File: src/rtl/spi_resp_tx.sv
// SPI response transmitter: sends one 16-bit frame per 16 sclk, picking SPIN > CRED > BTN > IDLE at frame start.
// Optional odd-parity slot in bit 12 is enabled by defining SPI_RESP_TX_PARITY_EN.
module spi_resp_tx (
  input  logic        sclk,
  input  logic        reset,
  input  logic        cs,
  output logic        sdo,
  input  logic        spin_pend,
  input  logic [3:0]  reel1_idx,
  input  logic [3:0]  reel2_idx,
  input  logic [3:0]  reel3_idx,
  input  logic        cred_pend,
  input  logic [11:0] cred_val,
  input  logic        btn_pend,
  input  logic [3:0]  btn_mask,
  output logic        spin_ack_tgl,
  output logic        cred_ack_tgl,
  output logic        btn_ack_tgl,
  output logic        busy
);

  typedef enum logic [2:0] {
    TYP_IDLE = 3'b000,
    TYP_SPIN = 3'b001,
    TYP_CRED = 3'b010,
    TYP_BTN  = 3'b011
  } frame_type_e;

  frame_type_e sel_type;
  frame_type_e lat_type;
  logic [11:0] payload;
  logic        par_bit;
  logic [15:0] frame_now;
  logic [3:0]  bit_cnt;
  logic [3:0]  seq;
  logic [14:0] shreg;

  always_comb begin
    sel_type = TYP_IDLE;
    payload  = {8'h00, seq};
    if (spin_pend) begin
      sel_type = TYP_SPIN;
      payload  = {reel1_idx, reel2_idx, reel3_idx};
    end else if (cred_pend) begin
      sel_type = TYP_CRED;
      payload  = cred_val;
    end else if (btn_pend) begin
      sel_type = TYP_BTN;
      payload  = {8'h00, btn_mask};
    end
  end

`ifdef SPI_RESP_TX_PARITY_EN
  // Odd parity: the whole frame carries an odd number of ones.
  assign par_bit = ~(^{sel_type, payload});
`else
  assign par_bit = 1'b0;
`endif

  assign frame_now = {sel_type, par_bit, payload};

  always_ff @(posedge sclk or negedge reset) begin
    if (!reset) begin
      bit_cnt      <= 4'd0;
      shreg        <= 15'd0;
      lat_type     <= TYP_IDLE;
      seq          <= 4'd0;
      spin_ack_tgl <= 1'b0;
      cred_ack_tgl <= 1'b0;
      btn_ack_tgl  <= 1'b0;
    end else if (cs) begin
      // Deselect aborts the frame; the same source is picked again at the next start.
      bit_cnt <= 4'd0;
      shreg   <= 15'd0;
    end else begin
      bit_cnt <= bit_cnt + 4'd1;
      if (bit_cnt == 4'd0) begin
        shreg    <= frame_now[14:0];
        lat_type <= sel_type;
      end else begin
        shreg <= {shreg[13:0], 1'b0};
      end
      if (bit_cnt == 4'd15) begin
        seq <= seq + 4'd1;
        case (lat_type)
          TYP_SPIN: spin_ack_tgl <= ~spin_ack_tgl;
          TYP_CRED: cred_ack_tgl <= ~cred_ack_tgl;
          TYP_BTN:  btn_ack_tgl  <= ~btn_ack_tgl;
          default:  ;
        endcase
      end
    end
  end

  // Bit 15 goes out straight from the live inputs so the MCU sees it before the first edge.
  assign sdo  = reset & ~cs & ((bit_cnt == 4'd0) ? frame_now[15] : shreg[14]);
  assign busy = (bit_cnt != 4'd0);

endmodule
File: config.mk
export PLATFORM = sky130hd
export DESIGN_NAME = spi_resp_tx
export DESIGN_NICKNAME = d
export VERILOG_FILES = /design/src/rtl/spi_resp_tx.sv
export SDC_FILE = /design/constraint.sdc
export NUM_CORES = 1
export LEC_CHECK = 0
export ABC_AREA = 1
export CELL_PAD_IN_SITES_DETAIL_PLACEMENT = 1
export CELL_PAD_IN_SITES_GLOBAL_PLACEMENT = 1
export CORE_ASPECT_RATIO = 1.75
export CORE_MARGIN = 2
export CORE_UTILIZATION = 45
export CTS_BUF_LIST = sky130_fd_sc_hd__clkbuf_4 sky130_fd_sc_hd__clkbuf_8
export DETAILED_ROUTE_END_ITERATION = 16
export DONT_BUFFER_PORTS = 1
export GPL_ROUTABILITY_DRIVEN = 0
export PLACE_DENSITY_LB_ADDON = 0.1
export SYNTH_ARGS = -nofsm -noshare
export SYNTH_HDL_FRONTEND = slang
export SYNTH_SLANG_ARGS = --single-unit
export TNS_END_PERCENT = 30
File: constraint.sdc
create_clock -name sclk -period 1.8 [get_ports sclk]
set_input_delay 0.45 -clock sclk [delete_from_list [all_inputs] [get_ports sclk]]
set_output_delay 0.45 -clock sclk [all_outputs]
set_load 0.03 [all_outputs]
==> flow_summary.toml, run 1 <==
[status]
outcome = "finished clean"

[drt]
drcViolationCount = 0
totalWireLength_um = 3830
drt-initial-drc-count = 14
dr.pass1.iters = 4
wire_per_inst_um = 15.51
ant_nets = 0
viasPerCell = 5.227
routed-via-count = 1291

[pwr]
p_leak_nw = 0.8925
p_comb_share_pct = 15.5
powerDensity_nw_per_um2 = 837.7
total_power_mw = 1.411
p_seq_share_pct = 49.3
p_int_mw = 1.047
sw_frac_of_total_pct = 25.78
p_clk_share_pct = 35.2
ir_worst_vdd_v = 0.0007834
p_sw_mw = 0.3637

[worst_hold_path]
hold_class = "primary input to register"
min_to = "bit_cnt[0]"
worstHoldStart = "cs"
holdPathStages = 1

[grt]
grt_pass1_vias = 1386
grt_max_degree = 29
antenna_found_initial = 0
grt_pass1_wl_um = 6078
overflow = 0
track_usage_pct = 22.16

[setup_path]
cp-end-kind = "output port"
path_max_fanout = 3
cp.arrival_ps = 1290
cp-start-kind = "register"
rr_startpoint = "bit_cnt[1]"
rr_worst_depth = 7
crit_type = "register to output port"
r2r_slack_ps = 310
r2r-end = "shreg[0]"
required_ps = 1350

[final_layout]
fillers = 423
fin_nets = 242
register_area_um2 = 700.7
layout_commonest_cell = "nand2_1"
diodes = 0
drive_gt1_share_pct = 11.76
syn2layout_area_growth_pct = 11.15
multi_input_area_um2 = 715.7
instances_no_fill = 247
layout_common_cells = "nand2_1 (72), nand3_1 (34), dfrtp_1 (28)"

[flow_run]
max_cap_viol_count = 0

[synthesis]
synth_cell_types = 20
synth_area_per_cell_um2 = 7.614
synthCells = 199
ys_seq_area_share_pct = 46.24
yosys_warnings = 0
ys_ff_latch = 28
syn_area_um2 = 1515
syn_nets = 236

[place]
io_buffer_count = 0
pre_cts_ws_ps = 212.7
dp_cells = 238
place_hpwl_um = 2851

[sta]
finalCritPeriodShare_pct = 96.52
slew_viol_final = 0
max_freq_mhz = 575.6
hold_viol_final = 0
rsz0062_at_grt = "yes"
post-route-min-period_ps = 1737
setup_viol = 0
fin_skew_ps = 9.736
worst_pin_slew_ps = 399.2
relSlewSlack_pct = 73.36
hold_ws_ps = 214.3
tns_ps = 0
setup_ws_ps = 62.62

[die]
io_pins = 39
die_h_um = 80.76
num_rows = 27
start_util_pct = 47.71
die_w_um = 47.87
core_um2 = 3176
die_area_um2 = 3866

[clocking]
cts.reportedPaths.clkPinSlew_ps = 100
clk_latency_ps = 280
htreeDepth = 1
cts_made_buffers = 3
cts_num_sinks = 28
max-clock-path-buffers = 2
cts_root_buffer = "clkbuf_8"
cts_tree = "built"
==> cells in the mapped netlist <==
cell | count | area share (%)
buf_2 | 3 | 0.99
o21bai_1 | 3 | 1.5
a21oi_1 | 3 | 0.99
nand3_1 | 34 | 11
inv_2 | 1 | 0.25
nand2_1 | 73 | 18
o21ai_0 | 3 | 0.99
xnor2_1 | 2 | 1.2
nor2_4 | 2 | 1.5
inv_1 | 16 | 4.0
nand3_4 | 1 | 1.2
nor2_1 | 16 | 4.0
dfrtp_1 | 28 | 46
ha_1 | 3 | 2.5
buf_4 | 2 | 0.99
xor2_1 | 1 | 0.58
nand4_1 | 2 | 0.83
buf_6 | 2 | 1.5
or2_2 | 1 | 0.41
nand2_2 | 3 | 1.2
==> state kept, by name, indices dropped and copies added (netlist names) <==
name	count
seq	4
cred_ack_tgl	1
shreg	15
bit_cnt	4
spin_ack_tgl	1
lat_type	2
btn_ack_tgl	1
==> layout make-up <==
cell class	count	area share (%)
Clock buffer	3	2.452
Timing Repair Buffer	8	4.681
Clock inverter	1	1.783
Multi-Input combinational cell	147	42.50
Tap cell	43	3.195
Sequential cell	28	41.60
Inverter	17	3.789
==> metal layers <==
layer	vias to the layer above	GRT usage (%)	routed length [µm]
met4	0	8.649	115
met5	-	0	0
met1	629	21.20	1327
li1	636	-	-
met2	20	42.00	2238
met3	6	4.667	149
==> what timing repair did <==
item,4_1_cts,5_1_grt
pin swaps,0,2
hold endpoints to repair,28,0
gates resized for setup,1,6
setup endpoints to repair,2,2
hold buffers,2,0
buffers inserted,1,2
==> metrics by stage <==
step,area (µm²),util (%)
3_3_place_gp,1539,48.46
4_1_cts,1650,51.97
3_5_place_dp,1539,48.46
5_1_grt,1684,53.03
6_report,1684,53.03
2_1_floorplan,1515,-
==> power groups by stage <==
| stage | clock network, mW | registers [mW] | logic [mW] |
|---|---|---|---|
| 3_5_place_dp | 0 | 0.709 | 0.181 |
| 3_3_place_gp | 0 | 0.705 | 0.168 |
| 6_report | 0.497 | 0.695 | 0.218 |
| 4_1_cts | 0.510 | 0.696 | 0.207 |
| 2_1_floorplan | 0 | 0.701 | 0.155 |
| 5_1_grt | 0.527 | 0.701 | 0.248 |
==> worst max path at each step <==
stage	start	to	slack, ps	cells past startpoint
after floorplan	bit_cnt[0]	sdo	90	5
after global placement	bit_cnt[0]	sdo	320	6
after detailed placement	bit_cnt[0]	shreg[0]	210	7
after CTS	bit_cnt[0]	sdo	20	6
after global routing	bit_cnt[1]	sdo	-8	6
final	bit_cnt[1]	sdo	60	6
==> critical path, cell delays in order (launching register included) <==
cell     delay, ps
dfrtp_1        390
inv_2           60
ha_4           170
nand3_4         80
nand2_2         60
nor2_2         120
buf_6          140
==> kinds of logic after synthesis <==
group	Yosys count	synth area share [%]
buf+inv	24	7.679
flops	28	46.24
xor+xnor	3	1.734
simple gates	132	38.40
fa+ha+maj	3	2.478
compound gates	9	3.468
(Power assumes the default switching activity.)
==> run 2, diff against run 1 <==
--- a/config.mk
+++ b/config.mk
@@ -12,6 +12,7 @@
 export CORE_MARGIN = 2
 export CORE_UTILIZATION = 45
 export CTS_BUF_LIST = sky130_fd_sc_hd__clkbuf_4 sky130_fd_sc_hd__clkbuf_8
+export CTS_CLUSTER_SIZE = 10
 export DETAILED_ROUTE_END_ITERATION = 16
 export DONT_BUFFER_PORTS = 1
 export GPL_ROUTABILITY_DRIVEN = 0
==> results of run 2 <==
The final DEF is identical to that of run 1; final timing and power are the same.
